[config.mk]
export PLATFORM = sky130hd
export DESIGN_NAME = diamond_field
export DESIGN_NICKNAME = d
export VERILOG_FILES = /design/src/rtl/diamond_field.sv
export SDC_FILE = /design/constraint.sdc
export NUM_CORES = 1
export LEC_CHECK = 0
export BUFFER_PORTS_ARGS = -buffer_cell sky130_fd_sc_hd__buf_2
export CAP_MARGIN = 10
export CORE_ASPECT_RATIO = 0.5
export CORE_MARGIN = 2
export CORE_UTILIZATION = 49
export CTS_BUF_LIST = sky130_fd_sc_hd__clkbuf_8 sky130_fd_sc_hd__clkbuf_16
export DETAILED_ROUTE_END_ITERATION = 8
export PLACE_DENSITY = 0.67
export REMOVE_ABC_BUFFERS = 1
export SLEW_MARGIN = 20
export SYNTH_ARGS = -nofsm -noshare
export SYNTH_HDL_FRONTEND = slang
export SYNTH_SLANG_ARGS = --single-unit
export TNS_END_PERCENT = 1
[constraint.sdc]
create_clock -name Clk -period 8.4 [get_ports Clk]
set_input_delay 1.26 -clock Clk [delete_from_list [all_inputs] [get_ports Clk]]
set_output_delay 1.26 -clock Clk [all_outputs]
set_load 0.005 [all_outputs]
[src/rtl/diamond_field.sv]
// Collectible-diamond manager for one colour of diamond: eaten flags, collected count,
// shared vertical bob animation and the per-pixel hit/ROM-address path for the colour mapper.
module diamond_field #(
  parameter int unsigned         NUM_D   = 4,
  parameter int unsigned         SPR_W   = 20,
  parameter int unsigned         SPR_H   = 20,
  parameter int unsigned         ADDR_W  = 9,
  parameter logic [NUM_D*10-1:0] D_X     = {10'd458, 10'd300, 10'd150, 10'd40},
  parameter logic [NUM_D*10-1:0] D_Y     = {10'd408, 10'd300, 10'd200, 10'd100},
  parameter int unsigned         BOB_A   = 3,
  parameter int unsigned         BOB_DIV = 4
) (
  input  logic                         Clk,
  input  logic                         Reset_n,
  input  logic                         frame_clk,
  input  logic                         level_restart,
  input  logic [9:0]                   player_x,
  input  logic [9:0]                   player_y,
  input  logic [5:0]                   player_w,
  input  logic [5:0]                   player_h,
  input  logic [9:0]                   DrawX,
  input  logic [9:0]                   DrawY,
  output logic                         is_diamond,
  output logic [ADDR_W-1:0]            diamond_address,
  output logic [NUM_D-1:0]             diamond_eaten,
  output logic [$clog2(NUM_D+1)-1:0]   collected,
  output logic                         all_collected,
  output logic                         eat_pulse
);

  localparam int unsigned CNT_W = $clog2(NUM_D + 1);
  localparam int unsigned DIV_W = (BOB_DIV > 1) ? $clog2(BOB_DIV) : 1;
  localparam logic [10:0] SW    = 11'(SPR_W);
  localparam logic [10:0] SH    = 11'(SPR_H);

  logic [2:0]       sync;
  logic             tick;
  logic [9:0]       phase;
  logic [9:0]       offset;
  logic [DIV_W-1:0] div_cnt;
  logic [10:0]      x_l [NUM_D];
  logic [10:0]      y_t [NUM_D];
  logic [NUM_D-1:0] new_eat;
  logic [CNT_W-1:0] pop;
  logic [CNT_W-1:0] coll_next;
  logic [10:0]      px, pxe, py, pye, dxp, dyp;

  // sync[2] only remembers the previous synchronised level for edge detection
  always_ff @(posedge Clk or negedge Reset_n) begin
    if (!Reset_n) sync <= '0;
    else          sync <= {sync[1:0], frame_clk};
  end

  assign tick   = sync[1] & ~sync[2];
  assign offset = (phase <= 10'(BOB_A)) ? phase : 10'(2 * BOB_A) - phase;

  assign px  = {1'b0, player_x};
  assign py  = {1'b0, player_y};
  assign pxe = {1'b0, player_x} + {5'b0, player_w};
  assign pye = {1'b0, player_y} + {5'b0, player_h};
  assign dxp = {1'b0, DrawX};
  assign dyp = {1'b0, DrawY};

  always_comb begin
    for (int unsigned i = 0; i < NUM_D; i++) begin
      x_l[i] = {1'b0, D_X[i*10 +: 10]};
      y_t[i] = {1'b0, D_Y[i*10 +: 10]} - {1'b0, offset};
    end
  end

  always_comb begin
    new_eat = '0;
    pop     = '0;
    for (int unsigned i = 0; i < NUM_D; i++) begin
      if (tick && !diamond_eaten[i] &&
          px < x_l[i] + SW && pxe > x_l[i] &&
          py < y_t[i] + SH && pye > y_t[i]) begin
        new_eat[i] = 1'b1;
      end
      pop = pop + CNT_W'(new_eat[i]);
    end
    coll_next = collected + pop;
  end

  always_ff @(posedge Clk or negedge Reset_n) begin
    if (!Reset_n) begin
      diamond_eaten <= '0;
      collected     <= '0;
      all_collected <= 1'b0;
      eat_pulse     <= 1'b0;
      phase         <= '0;
      div_cnt       <= '0;
    end else if (level_restart) begin
      diamond_eaten <= '0;
      collected     <= '0;
      all_collected <= 1'b0;
      eat_pulse     <= 1'b0;
      phase         <= '0;
      div_cnt       <= '0;
    end else begin
      diamond_eaten <= diamond_eaten | new_eat;
      collected     <= coll_next;
      all_collected <= (coll_next == CNT_W'(NUM_D));
      eat_pulse     <= (pop != '0);
      if (tick) begin
        if (div_cnt == DIV_W'(BOB_DIV - 1)) begin
          div_cnt <= '0;
          phase   <= (BOB_A == 0 || phase == 10'(2 * BOB_A - 1)) ? '0 : phase + 10'd1;
        end else begin
          div_cnt <= div_cnt + 1'b1;
        end
      end
    end
  end

  // Ascending scan with a first-hit guard gives the lowest index priority
  always_comb begin
    is_diamond      = 1'b0;
    diamond_address = '0;
    for (int unsigned i = 0; i < NUM_D; i++) begin
      if (!is_diamond && !diamond_eaten[i] &&
          dxp >= x_l[i] && dxp < x_l[i] + SW &&
          dyp >= y_t[i] && dyp < y_t[i] + SH) begin
        is_diamond      = 1'b1;
        diamond_address = ADDR_W'(32'(dxp - x_l[i]) + 32'(dyp - y_t[i]) * SPR_W);
      end
    end
  end

endmodule

==> results.py <==
metrics = {
    "run_status": {
        "run_status": "complete, no violations",
    },
    "cells_and_area": {
        "num_antenna_cells": 0,
        "syn2layout_area_growth_pct": 8.212,
        "final_cell_count_no_fill": 1428,
        "fill_cells": 1755,
        "layout_cell_share_with_drive_strength_beyond_1_pct": 11.11,
        "final_nets": 1466,
    },
    "synth": {
        "total_standard_cell_area_after_synthesis_mm2": 0.009020,
        "synthTopCellsByArea": "sky130_fd_sc_hd__ha_1, sky130_fd_sc_hd__xnor2_1, sky130_fd_sc_hd__dfrtp_1",
        "synth_edf_count": 0,
        "yosys.cell_types.count": 96,
        "synthArstFlopShare_pct": 100.0,
        "ff_latch_count_synth": 24,
        "synth.top_cell.area_share_pct": 28.85,
        "post_synth.cell_area_avg_um2": 8.003,
        "synth-seq-area-share_pct": 6.658,
        "postSynthCellCount": 1127,
        "ys.warnings.count": 0,
        "post_synthesis_cell_type_with_the_largest_combined_area": "sky130_fd_sc_hd__ha_1",
        "dominantRegCellSynth": "sky130_fd_sc_hd__dfrtp_1",
    },
    "sta": {
        "highest_clock_frequency_the_design_can_meet_ghz": 0.1260,
        "clock_skew_ns": 0.003400,
        "rsz0062_at_grt": "no",
        "hold_violations": 0,
        "slew_violations": 0,
        "setup-tns-final_ns": 0,
        "finalSetupViolations": 0,
        "final_critical_path_setup_slack_ns": 0.4616,
        "timing.final.crit_period_ns": 7.938,
        "max-slew-margin-rel_pct": 37.29,
        "finalCritPeriodShare_pct": 94.51,
        "worst_pin_slew_ns": 0.9406,
    },
    "setup_path": {
        "worst_setup_path_startpoint": "phase[7]",
        "start_kind": "flop",
        "timing.critical_path.fanout_max": 13,
        "end_kind": "primary output",
        "timing.rr.start": "phase[7]",
        "cp_data_arrival_time_ns": 6.68,
        "critPathRequiredTime_ns": 7.14,
        "setup.worst_path.class": "reg2out",
    },
    "drt": {
        "drtIter0Drc": 566,
        "post-route-drc-count": 0,
        "route.final.wire_length_mm": 28.18,
        "dr_total_vias": 8827,
        "drtAntennaViolNets": 0,
        "detail_route.vias_per_cell": 6.181,
        "number_of_iterations_in_the_first_detailed_routing_pass": 5,
        "post_drt_wl_per_cell_um": 19.73,
    },
    "grt": {
        "grt_start_max_net_pins": 25,
        "grt_first_pass_wirelength_mm": 45.04,
        "overflow": 0,
        "grtUsageTotal_pct": 28.76,
        "grt_pass1_vias": 8359,
        "antenna_found_initial": 0,
    },
    "power": {
        "peakVddDrop_mv": 0.2382,
        "seq_power_share_pct": 4.5,
        "power.switching_mw": 1.448,
        "total_leakage_power_nw": 4.667,
        "clock_power_share_pct": 4.8,
        "power.switching_fraction_pct": 50.89,
        "combinationalPowerShare_pct": 90.6,
        "power_density_mw_per_mm2": 291.6,
        "power_internal_mw": 1.398,
    },
    "worst_hold_path": {
        "holdCritPathClass": "reg2reg",
        "hold_start": "sync[0]",
    },
    "clock_network": {
        "h-tree-depth": 1,
        "tritoncts_num_sinks": 24,
        "cts_inserted_buffers": 3,
        "ctsRootBufferMaster": "sky130_fd_sc_hd__clkbuf_16",
        "number_of_hold_repair_buffers_added_at_the_cts_stage": 0,
        "tritoncts_clock_tree": "yes",
        "clock_latency_ns": 0.26,
        "clock_path_buffers": 2,
        "path_clk_slew_ns": 0.07,
    },
    "place": {
        "preCtsSetupSlack_ns": 0.7646,
        "gpl.final_weighted_congestion": 1.053,
        "io_port_bufs": 74,
        "placed_cells_incl_taps": 1424,
        "detailed_place_hpwl_mm": 23.90,
    },
    "floorplanning": {
        "fp.dieW_um": 195.9,
        "floorplan.rows": 35,
        "design.core.area_mm2": 0.01822,
        "die_area_mm2": 0.01957,
        "top_level_ports": 75,
        "die_h_um": 99.94,
        "initial_utilization_pct": 49.51,
    },
    "job": {
        "maxCapViolations": 0,
    },
}
[path summary, 6_finish.rpt]
path                                 endpoint  slack, ns  cells after the start
max                        diamond_address[8]       0.46                     24
min                                   sync[1]       0.36                      0
max reg2reg                     all_collected       0.71                     24
min reg2reg                           sync[1]       0.36                      0
max in group asynchronous            phase[3]       7.04                      1
min in group asynchronous             sync[0]       0.99                      1
[through the flow]
step                      hold WS, ns  power [mW]  area (µm²)  utilization (%)
after CTS                      0.3687       2.852        9753            53.54
after floorplan                0.3312       2.149        8865                -
after global routing           0.3765       3.209        9761            53.58
after detailed placement       0.3530       2.688        9648            52.96
after global placement         0.3556       2.627        9648            52.96
final                          0.3595       2.846        9761            53.58
[worst max-delay path, cell delays in order (launching register included)]
cell	delay, ns
sky130_fd_sc_hd__dfrtp_1	0.51
sky130_fd_sc_hd__or3_4	0.50
sky130_fd_sc_hd__or3_1	0.51
sky130_fd_sc_hd__mux2i_1	0.17
sky130_fd_sc_hd__ha_1	0.36
sky130_fd_sc_hd__or4b_1	0.59
sky130_fd_sc_hd__and2_0	0.29
sky130_fd_sc_hd__xnor2_1	0.17
sky130_fd_sc_hd__buf_4	0.16
sky130_fd_sc_hd__ha_1	0.33
sky130_fd_sc_hd__xnor2_1	0.28
sky130_fd_sc_hd__ha_1	0.32
sky130_fd_sc_hd__fa_1	0.54
sky130_fd_sc_hd__inv_1	0.04
sky130_fd_sc_hd__ha_1	0.26
sky130_fd_sc_hd__inv_1	0.04
sky130_fd_sc_hd__ha_1	0.28
sky130_fd_sc_hd__inv_1	0.11
sky130_fd_sc_hd__o21bai_1	0.08
sky130_fd_sc_hd__a21oi_1	0.18
sky130_fd_sc_hd__xnor2_1	0.15
sky130_fd_sc_hd__xnor2_1	0.10
sky130_fd_sc_hd__a22o_1	0.23
sky130_fd_sc_hd__a21oi_1	0.10
sky130_fd_sc_hd__buf_2	0.12
[area by class of cell]
cell class / count / area, µm² / area share, %
clock buffers: 3 / 75.07 / 0.7691
clock inverters: 1 / 30.03 / 0.3077
inverters: 80 / 300.3 / 3.077
multi-input cells: 991 / 7971 / 81.67
flip-flops and latches: 24 / 600.6 / 6.153
well taps: 240 / 300.3 / 3.077
repair buffers: 89 / 483.0 / 4.948
[metal layers]
metal / vias to the layer above / GRT usage, % / part of all wire (%) / wire [µm]
met5: - / 0 / 0 / 0
met4: 0 / 7.051 / 2.2 / 626
met3: 37 / 2.621 / 6.6 / 1861
met2: 320 / 47.25 / 44 / 12330
met1: 4173 / 40.92 / 47 / 13360
li1: 4297 / - / - / -
[cells in the mapped netlist, types with 13 or more instances]
cell type / number
sky130_fd_sc_hd__nand3_1: 20
sky130_fd_sc_hd__buf_2: 13
sky130_fd_sc_hd__xor2_1: 37
sky130_fd_sc_hd__nor2_1: 84
sky130_fd_sc_hd__nand2b_1: 13
sky130_fd_sc_hd__a21o_1: 33
sky130_fd_sc_hd__inv_1: 78
sky130_fd_sc_hd__fa_1: 13
sky130_fd_sc_hd__nor3_1: 28
sky130_fd_sc_hd__ha_1: 208
sky130_fd_sc_hd__o21a_1: 28
sky130_fd_sc_hd__nor4_1: 13
sky130_fd_sc_hd__nand4_1: 13
sky130_fd_sc_hd__clkbuf_1: 14
sky130_fd_sc_hd__nand2_1: 59
sky130_fd_sc_hd__a21oi_1: 86
sky130_fd_sc_hd__xnor2_1: 84
sky130_fd_sc_hd__o21ai_0: 65
sky130_fd_sc_hd__dfrtp_1: 24
[flip-flops by register name (all words and copies together) (netlist names)]
register and flops:
collected 3, diamond_eaten 4, all_collected 1, phase 10, div_cnt 2, sync 3, eat_pulse 1
[cell usage in the layout (no fill, tap or decap), types with 15 or more instances in the layout]
cell type                 netlist  final
sky130_fd_sc_hd__a21o_1        33     33
sky130_fd_sc_hd__a21oi_1       86     86
sky130_fd_sc_hd__buf_2         13     74
sky130_fd_sc_hd__buf_4          1     15
sky130_fd_sc_hd__dfrtp_1       24     24
sky130_fd_sc_hd__ha_1         208    208
sky130_fd_sc_hd__inv_1         78     78
sky130_fd_sc_hd__nand2_1       59     59
sky130_fd_sc_hd__nand3_1       20     20
sky130_fd_sc_hd__nor2_1        84     84
sky130_fd_sc_hd__nor3_1        28     28
sky130_fd_sc_hd__o21a_1        28     28
sky130_fd_sc_hd__o21ai_0       65     65
sky130_fd_sc_hd__xnor2_1       84     83
sky130_fd_sc_hd__xor2_1        37     37
[power groups by stage]
| stage | clock, mW | sequential [mW] | combinational, mW |
|---|---|---|---|
| 6_report | 0.138 | 0.128 | 2.58 |
| 5_1_grt | 0.146 | 0.130 | 2.93 |
| 4_1_cts | 0.140 | 0.128 | 2.58 |
| 3_5_place_dp | 0 | 0.131 | 2.56 |
| 3_3_place_gp | 0 | 0.130 | 2.50 |
| 2_1_floorplan | 0 | 0.129 | 2.02 |
[kinds of logic after synthesis]
kind of cell | synth area share, %
compound gates | 25.70
xor+xnor | 12.96
fa+ha+maj | 31.74
buf+inv | 5.049
flops | 6.658
mux | 0.8878
simple gates | 17.01
[repair_timing]
action	4_1_cts	5_1_grt
endpoints found under the hold margin	0	0
gates resized for setup	0	1
endpoints found under the setup margin	0	1
setup buffers	0	0
(Power assumes the default switching activity.)
